<file path="src/rtl/irq_controller.sv">
// Purpose : memory-mapped vectored interrupt controller, up to 8 prioritised
//           channels (0 = highest), edge/level per channel, preemptive nesting.
// Latency : pin rise -> irq_req high 4 cycles later; bus read data 1 cycle after bus_re.
// Backpr. : irq_req/irq_vector hold until irq_ack or until the channel stops
//           being the candidate, which withdraws the request with no ack.
//
// Ports
//   clk, rst_n          system clock (rising edge), async active-low reset
//   irq_in[N_IRQ]       raw asynchronous interrupt sources, active-high
//   bus_addr/wdata      IO bus address and write data
//   bus_we / bus_re     one-cycle write / read strobes
//   bus_rdata           registered read data, 0 unless the previous cycle was a read hit
//   irq_req             interrupt request to the control unit
//   irq_vector          vector of the requesting channel, stable while irq_req is high
//   irq_ack             one-cycle pulse when the control unit takes the vector
//   irq_active          at least one in-service bit is set
//
// Register window (offset from BASE_ADDR)
//   0 IE (RW)   1 PEND (R, W1C on edge channels)   2 MODE (RW, 1 = edge)
//   3 ISR (RO)  4 EOI (WO)   5 SWI (WO, W1S on edge channels)   6-7 reserved

module irq_controller #(
    parameter int          N_IRQ      = 8,
    parameter logic [15:0] BASE_ADDR  = 16'h1080,
    parameter logic [15:0] VEC_BASE   = 16'h0002,
    parameter logic [15:0] VEC_STRIDE = 16'h0002
) (
    input  logic             clk,
    input  logic             rst_n,
    input  logic [N_IRQ-1:0] irq_in,
    input  logic [15:0]      bus_addr,
    input  logic [7:0]       bus_wdata,
    input  logic             bus_we,
    input  logic             bus_re,
    output logic [7:0]       bus_rdata,
    output logic             irq_req,
    output logic [15:0]      irq_vector,
    input  logic             irq_ack,
    output logic             irq_active
);

    typedef enum logic [1:0] {
        ST_IDLE = 2'd0,
        ST_REQ  = 2'd1,
        ST_HOLD = 2'd2
    } state_t;

    localparam logic [2:0]       OFF_IE   = 3'd0;
    localparam logic [2:0]       OFF_PEND = 3'd1;
    localparam logic [2:0]       OFF_MODE = 3'd2;
    localparam logic [2:0]       OFF_ISR  = 3'd3;
    localparam logic [2:0]       OFF_EOI  = 3'd4;
    localparam logic [2:0]       OFF_SWI  = 3'd5;
    localparam logic [N_IRQ-1:0] ONE      = 1;

    // ------------------------------------------------------------------
    // Input synchronisers plus a delay stage for rising-edge detection
    // ------------------------------------------------------------------
    logic [N_IRQ-1:0] sync1_q, sync2_q, dly_q;
    logic [N_IRQ-1:0] rise;

    always_ff @(posedge clk or negedge rst_n) begin
        if (!rst_n) begin
            sync1_q <= '0;
            sync2_q <= '0;
            dly_q   <= '0;
        end else begin
            sync1_q <= irq_in;
            sync2_q <= sync1_q;
            dly_q   <= sync2_q;
        end
    end

    assign rise = sync2_q & ~dly_q;

    // ------------------------------------------------------------------
    // Bus decode
    // ------------------------------------------------------------------
    logic [15:0] offset;
    logic        hit;
    logic [2:0]  sel;
    logic        wr_ie, wr_pend, wr_mode, wr_eoi, wr_swi;

    assign offset  = bus_addr - BASE_ADDR;
    assign hit     = (offset[15:3] == 13'd0);
    assign sel     = offset[2:0];
    assign wr_ie   = bus_we && hit && (sel == OFF_IE);
    assign wr_pend = bus_we && hit && (sel == OFF_PEND);
    assign wr_mode = bus_we && hit && (sel == OFF_MODE);
    assign wr_eoi  = bus_we && hit && (sel == OFF_EOI);
    assign wr_swi  = bus_we && hit && (sel == OFF_SWI);

    // ------------------------------------------------------------------
    // State registers
    // ------------------------------------------------------------------
    logic [N_IRQ-1:0] ie_q, ie_d;
    logic [N_IRQ-1:0] mode_q, mode_d;
    logic [N_IRQ-1:0] pend_q, pend_d;
    logic [N_IRQ-1:0] isr_q, isr_d;
    logic [7:0]       rdata_q, rdata_d;
    state_t           state_q, state_d;
    logic [2:0]       idx_q, idx_d;
    logic [15:0]      vec_q, vec_d;

    // ------------------------------------------------------------------
    // Candidate selection: lowest-index pending+enabled channel whose index
    // is strictly below the lowest in-service index.
    // ------------------------------------------------------------------
    logic [N_IRQ-1:0] allowed;
    logic [N_IRQ-1:0] cand_vec;
    logic             cand_any;
    logic [2:0]       cand_idx;
    logic             blocked;

    always_comb begin
        allowed = '0;
        blocked = 1'b0;
        for (int i = 0; i < N_IRQ; i++) begin
            // Once an ISR bit is seen, it and everything above it is masked.
            blocked    = blocked | isr_q[i];
            allowed[i] = ~blocked;
        end
    end

    assign cand_vec = pend_q & ie_q & allowed;

    always_comb begin
        cand_any = 1'b0;
        cand_idx = 3'd0;
        for (int i = 0; i < N_IRQ; i++) begin
            if (cand_vec[i] && !cand_any) begin
                cand_any = 1'b1;
                cand_idx = 3'(i);
            end
        end
    end

    // ------------------------------------------------------------------
    // Request FSM
    // ------------------------------------------------------------------
    logic             ack_take;
    logic [N_IRQ-1:0] ack_mask;

    always_comb begin
        state_d  = state_q;
        idx_d    = idx_q;
        vec_d    = vec_q;
        ack_take = 1'b0;
        case (state_q)
            ST_IDLE: begin
                if (cand_any) begin
                    idx_d   = cand_idx;
                    vec_d   = VEC_BASE + VEC_STRIDE * {13'd0, cand_idx};
                    state_d = ST_REQ;
                end
            end
            ST_REQ: begin
                if (irq_ack) begin
                    ack_take = 1'b1;
                    state_d  = ST_HOLD;
                end else if (!(cand_any && (cand_idx == idx_q))) begin
                    // Latched channel lost its claim: withdraw without an ack.
                    state_d = ST_IDLE;
                end
            end
            ST_HOLD: state_d = ST_IDLE;
            default: state_d = ST_IDLE;
        endcase
    end

    always_comb begin
        ack_mask = '0;
        for (int i = 0; i < N_IRQ; i++) begin
            ack_mask[i] = ack_take && (idx_q == 3'(i));
        end
    end

    // ------------------------------------------------------------------
    // Register next-state
    // ------------------------------------------------------------------
    always_comb begin
        ie_d   = wr_ie   ? bus_wdata[N_IRQ-1:0] : ie_q;
        mode_d = wr_mode ? bus_wdata[N_IRQ-1:0] : mode_q;
    end

    always_comb begin
        pend_d = '0;
        for (int i = 0; i < N_IRQ; i++) begin
            if (mode_q[i]) begin
                // Edge: sticky; a set in the same cycle as a clear wins.
                pend_d[i] = rise[i] | (wr_swi & bus_wdata[i])
                          | (pend_q[i] & ~((wr_pend & bus_wdata[i]) | ack_mask[i]));
            end else begin
                // Level: tracks the synchronised pin, never latched.
                pend_d[i] = sync2_q[i];
            end
        end
    end

    always_comb begin
        isr_d = isr_q;
        // EOI works on the pre-ack ISR so the bit being acked is never retired.
        if (wr_eoi) begin
            isr_d = isr_q & (isr_q - ONE);
        end
        isr_d = isr_d | ack_mask;
    end

    always_comb begin
        logic [7:0] rd_val;
        rd_val = 8'h00;
        case (sel)
            OFF_IE:   rd_val[N_IRQ-1:0] = ie_q;
            OFF_PEND: rd_val[N_IRQ-1:0] = pend_q;
            OFF_MODE: rd_val[N_IRQ-1:0] = mode_q;
            OFF_ISR:  rd_val[N_IRQ-1:0] = isr_q;
            default:  rd_val = 8'h00;
        endcase
        rdata_d = (bus_re && hit) ? rd_val : 8'h00;
    end

    always_ff @(posedge clk or negedge rst_n) begin
        if (!rst_n) begin
            ie_q    <= '0;
            mode_q  <= '0;
            pend_q  <= '0;
            isr_q   <= '0;
            rdata_q <= 8'h00;
            state_q <= ST_IDLE;
            idx_q   <= 3'd0;
            vec_q   <= 16'h0000;
        end else begin
            ie_q    <= ie_d;
            mode_q  <= mode_d;
            pend_q  <= pend_d;
            isr_q   <= isr_d;
            rdata_q <= rdata_d;
            state_q <= state_d;
            idx_q   <= idx_d;
            vec_q   <= vec_d;
        end
    end

    // ------------------------------------------------------------------
    // Outputs
    // ------------------------------------------------------------------
    assign irq_req    = (state_q == ST_REQ);
    assign irq_vector = vec_q;
    assign irq_active = |isr_q;
    assign bus_rdata  = rdata_q;

endmodule

</file>
<file path="config.mk">
export PLATFORM = sky130hd
export DESIGN_NAME = irq_controller
export DESIGN_NICKNAME = d
export VERILOG_FILES = /design/src/rtl/irq_controller.sv
export SDC_FILE = /design/constraint.sdc
export NUM_CORES = 1
export LEC_CHECK = 0
export ABC_AREA = 1
export CORE_MARGIN = 8
export CORE_UTILIZATION = 35
export CTS_CLUSTER_DIAMETER = 40
export CTS_CLUSTER_SIZE = 30
export DETAILED_ROUTE_END_ITERATION = 10
export PLACE_DENSITY_LB_ADDON = 0.08
export SYNTH_ARGS = -nofsm -noshare
export SYNTH_HDL_FRONTEND = slang
export SYNTH_SLANG_ARGS = --single-unit
export TNS_END_PERCENT = 10
</file>
<file path="constraint.sdc">
create_clock -name clk -period 1.7 [get_ports clk]
set_input_delay 0.255 -clock clk [delete_from_list [all_inputs] [get_ports clk]]
set_output_delay 0.255 -clock clk [all_outputs]
set_load 0.01 [all_outputs]
</file>
Word level (Yosys, flattened, before mapping):

Cells that the tools add are included.

* output and inout port bits: 26
* register bits: 85
* word-level logic and storage cells: 176
* input port bits: 37

* equal/unequal tests: 16
* add/subtract/negate cells: 3
* bitwise operators: 77
* multiplexer cells: 32
* reductions and logical operators: 37

Operators with widths (count)
* AND 8 bit: 4
* case mux 8 bit (4 select lines): 1
* OR 1 bit: 31
* AND 1 bit: 24
* logical AND 1 bit: 23
* two-way mux 1 bit: 19
* equality test 3 bit, second input constant: 6
* two-way mux 3 bit: 6
* two-way mux 8 bit: 2
* NOT 1 bit: 16
* subtractor 16 x 13 -> 16 bit, second input constant: 1
* zero test 13 bit: 1
* equality test 3 x 2 -> 1 bit, second input constant: 4
* NOT 8 bit: 1
* OR 8 bit: 1
* OR reduction 8 bit: 1
* subtractor 8 x 1 -> 8 bit, second input constant: 1
* zero test 1 bit: 7
* equality test 3 x 1 -> 1 bit, second input constant: 2
* zero test 3 bit: 2
* two-way mux 2 bit: 3
* adder 2 x 4 -> 5 bit, first input constant: 1
* case mux 2 bit (2 select lines): 1
* AND reduction 2 bit: 2
* 5 further kinds: 5

Longest topological paths before layout:

* depth in word-level cells: 36
* depth in mapped cells: 16
* depth with buffers taken out: 16

Least setup slack after synthesis:

Ideal clock, no wire load.

* kind: flip-flop to flip-flop
* start: register isr_q[0]
* end: register vec_q[3] (netlist: irq_vector[3])
* setup time: 0.122 ns
* required time: 1.578 ns
* arrival time: 1.678 ns
* slack: -0.100 ns
* clock period less this slack: 1.800 ns
* cell stages (with the launch flop): 13
* path buffers: 0
* cells stage by stage: dfrtp_1 nor2_4 nand2_4 nor2_4 nand3_2 nand4_1 nor2_1 nor2_1 inv_1 ha_1 inv_1 xor2_1 o21ai_1

* longest elaborated chain between the ends: 25
* elaborated cells between the ends (all ways): 47
* those cells by class: add/sub (1); mux (15); bitwise (16); reduce/logical (15)

RTL lines
* start: declaration: line 99 `logic [N_IRQ-1:0] isr_q, isr_d;`
* start signal: assignment: line 236 `isr_q <= isr_d;`
* NOT 1 bit: line 121 `allowed[i] = ~blocked;`
* AND 8 bit *: line 125 `assign cand_vec = pend_q & ie_q & allowed;`
* two-way mux 1 bit: line 131 `if (cand_vec[i] && !cand_any) begin`
* zero test 1 bit: line 131
* logical AND 1 bit: line 131
* two-way mux 1 bit: line 131
* zero test 1 bit: line 131
* logical AND 1 bit: line 131
* (+10 left out)
* zero test 1 bit: line 131
* logical AND 1 bit: line 131
* two-way mux 1 bit: line 131
* zero test 1 bit: line 131
* logical AND 1 bit: line 131
* two-way mux 3 bit *: line 131
* via cand_idx[1]: line 112 `logic [2:0] cand_idx;`
* adder 2 x 4 -> 5 bit *: line 153 `vec_d = VEC_BASE + VEC_STRIDE * {13'd0, cand_idx};`
* end signal: assignment: line 240 `vec_q <= vec_d;`
* end: declaration: line 103 `logic [15:0] vec_q, vec_d;`

Mark *: on every way through the listed nets, which the timed path passes. The rest lies on a longest branch.
A chain may end at the register's enable or synchronous reset.

Final worst setup path:

* start: register isr_q[1]
* end: register vec_q[3] (netlist: irq_vector[3])

* longest elaborated chain between the ends: 24
* elaborated cells between the ends (all ways): 44
* those cells by class: add/sub (1); mux (14); bitwise (15); reduce/logical (14)

RTL lines
* OR 1 bit *: line 120 `blocked = blocked | isr_q[i];`
* NOT 1 bit: line 121
* AND 8 bit *: line 125
* logical AND 1 bit: line 131
* two-way mux 1 bit: line 131
* zero test 1 bit: line 131
* logical AND 1 bit: line 131
* two-way mux 1 bit: line 131
* (+9 left out)
* zero test 1 bit: line 131
* logical AND 1 bit: line 131
* two-way mux 1 bit: line 131
* zero test 1 bit: line 131
* logical AND 1 bit: line 131
* two-way mux 3 bit *: line 131
* via cand_idx[1]: line 112
* adder 2 x 4 -> 5 bit *: line 153

Marked as above.

==> key figures <==
Run status
  – Status: finished with violations
  – Failing checks: setup timing

Critical path
  – Startpoint types: flip-flop
  – Critical-path top delay cell: dfrtp_1
  – Reg2Reg Depth: 13
  – Worst R2R End: irq_vector[3]
  – Worst endpoint required time: 1.94 ns
  – CP top delay family: simple AND/OR/NAND/NOR gates
  – Most frequent CP cell: nor2_2
  – Worst r2r src: isr_q[1]
  – R2R setup slack: -0.14 ns
  – Buf+Inv Stages, Crit Path: 4
  – Crit-path max cell delay: about 0.42 ns
  – Crit Path Max Fanout: 4
  – Crit path cell chain: nor2_4 -> buf_6 -> nand3b_4 -> inv_1 -> nor2_2 -> nand4_1 -> nor2_2 -> nor2_2 -> inv_1 -> ha_2 -> inv_2 -> xor2_1 -> o21ai_1
  – Crit path kind: reg -> reg
  – CP endpoint kind: flip-flop
  – CP arrival: approximately 2.1 ns

Logic synthesis
  – Synth Warn #: 0
  – Post-Syn Area: ~0.0036 mm2
  – Ys flop type: dfrtp_1
  – Mean Syn Cell Area: 8.50 um2
  – Post-synthesis sequential area ratio: approximately half
  – Synth cell types: 38
  – Async SR Flop Fraction: 100%
  – Post-synth EDFFs: 0
  – Synthesized instance count: 426
  – Synth area leaders: dfrtp_1, nand2_1, inv_1
  – Flops & latches, synth: 73
  – Top cells by count, synth: nand2_1, dfrtp_1, inv_1
  – Leading area contributor after synthesis: dfrtp_1
  – Top-count cell post-synth: nand2_1
  – Top-area cell type share of the netlist area: between 50% and 60%

Placed design
  – Post-DP HPWL: 7030 um
  – PortBufs: 50
  – Placed Area: roughly 0.0047 mm2
  – RD Place Congestion: between 0.8 and 0.9
  – Cell count after placement: roughly 660

Timing
  – Final setup viols: 9
  – Final hold slack: 0.346 ns
  – RSZ-0062 raised after global routing: true
  – Worst setup margin: -0.142 ns
  – Final Critical Period: 1.84 ns
  – FMAX: roughly 540 MHz
  – Hold Fails Final Rpt: 0
  – Worst Skew: 0.00728 ns
  – Slew Viols, Final: 0
  – Final period util: 108%

Layout
  – Non-filler instance count after layout: about 700
  – Finished Cell Area: roughly 0.005 mm2
  – Final core area utilization: around half
  – Final nets: about 590
  – Layout fillers: around 1000
  – Layout cells sized above 1: between 20% and 30%
  – Area delta synth->final: 37.6%
  – N_diodes: 0

CTS
  – CTS clock-pin slew for the worst setup and hold paths: around 0.08 ns
  – Htree depth: 3
  – Clock sinks: 73
  – Worst-Skew Late Latency: around 0.34 ns
  – Clk buf depth: 2
  – Clock Tree Root: clkbuf_8
  – TritonCTS Buffers: 9
  – CTS tree: yes

Pwr
  – Worst vdd ir: between 0.0004 and 0.0005 V
  – Power, Total: around 3.3 mW
  – LEAKAGE: between 2 and 2.5 nW
  – Power Dens Cells: ~660 mW/mm2

Routing
  – DR pass1 iterations: 4
  – Via/cell ratio: about 4.5
  – Final wirelength: approximately 9200 um
  – Vias: roughly 3100
  – Initial DRC Count: roughly 110
  – DR WL/cell: ~13 um
  – DRC violations left: 0
  – Final antenna-violating net count: 0

Die
  – Die Ht: ~120 um
  – Die X: 118 um
  – Core Region: approximately 0.010 mm2
  – FP Rows: 37
  – Starting Density: 35.5%
  – # IOs: 63
  – Die Footprint: 0.0139 mm2

Hold path
  – Hold path cells: 1
  – Hold Crit Endpoint: sync1_q[7]
  – Hold Crit Start: irq_in[7]
  – Hold Crit Class: in -> reg

GRT
  – Total track usage: 13.9%
  – Initial antenna violation count: 0
  – First-pass GRT wire length: 15600 um
  – Vias in the first global route: 3202
  – Total gr overflow: 0
  – Largest net degree at the start of global routing: 29

Run
  – Max cap viols: 0
power by group:
group / switching (mW) / total, mW / internal (mW) / leakage, nW
logic: 0.135 / 0.273 / 0.138 / 1.44
clock network: 0.681 / 1.22 / 0.535 / 0.0866
registers: 0.0227 / 1.80 / 1.77 / 0.937
cells by family (layout without fill, tap and decap cells):
family                   count (synthesis)  count (layout)  synth area share, %
AO/OA/AOI/OAI                           66              66                 10.9
XOR/XNOR                                 1               1                0.242
adder cells (fa/ha/maj)                  1               1                0.346
buffers and inverters                   83             200                 10.3
flip-flops                              73              73                 50.5
other                                    1              12                0.104
AND/OR/NAND/NOR                        201             201                 27.7
placed cells by master (no fill, tap or decap), types with 4 or more instances in the layout:
cell type,Yosys,layout
conb_1,1,12
nand3_2,4,4
nand3_1,13,12
inv_1,66,61
nand2_4,3,5
nand2_1,107,102
inv_2,2,6
nor2_4,4,6
clkbuf_8,0,9
or2_2,4,4
o22ai_1,6,6
dfrtp_1,73,71
nand4_1,10,10
nand2_2,5,8
o21ai_1,4,9
o21bai_1,5,5
nor2_2,3,9
nor2_1,35,27
buf_4,12,64
clkdlybuf4s50_1,0,47
a41oi_1,8,8
o21ai_0,34,29
cell type report:
type / instances / area [um2] / area share (%)
clock buffer: 10 / 128 / 2.56
multi-input combinational: 281 / 1540 / 30.9
timing repair buffer: 116 / 1010 / 20.3
sequential: 73 / 1830 / 36.7
tap: 136 / 170 / 3.42
inverter: 68 / 258 / 5.18
clock inverter: 6 / 43.8 / 0.879
worst max-delay path by stage:
stage                               end  cells past startpoint         from  slack [ns]
final                     irq_vector[3]                     13     isr_q[1]       -0.14
after global routing      irq_vector[3]                     13     isr_q[1]       -0.29
after CTS                 irq_vector[3]                     11     isr_q[1]       -0.20
after detailed placement       isr_q[7]                      7  bus_addr[5]       -0.35
after global placement        pend_q[6]                      9  bus_addr[5]       -0.31
after floorplan           irq_vector[3]                     12     isr_q[4]       -0.08
sequential cells by signal, indices dropped and copies added, names as in the netlist:
name and flops:
irq_vector 4, sync1_q 8, pend_q 8, idx_q 3
dly_q 8, isr_q 8, sync2_q 8, ie_q 8
mode_q 8, state_q 2, bus_rdata 8
per-layer routing:
metal / global-route usage [%] / part of all wire, % / vias to the layer above / wire (um)
met1: 17.6 / 48 / 1459 / 4430
li1: - / - / 1599 / -
met5: 0 / 0 / - / 0
met4: 4.40 / 0.60 / 0 / 55
met2: 22.5 / 48 / 47 / 4400
met3: 3.60 / 3.3 / 4 / 303
through the flow:
| step | worst slack [ns] | TNS (ns) |
|---|---|---|
| after CTS | -0.198 | -1.12 |
| after detailed placement | -0.352 | -12.22 |
| after global placement | -0.310 | -10.58 |
| after global routing | -0.290 | -2.61 |
| after floorplan | -0.0822 | -0.107 |
| final | -0.142 | -0.700 |
repair_timing:
item                                   4_1_cts  5_1_grt
endpoints found under the hold margin       22        0
hold buffers                                 1        0
pin swaps                                   11       11
resized for setup                           15       24
buffers inserted                             1        8
setup endpoints to repair                   10       37
Power figures use the tool's default switching activity.
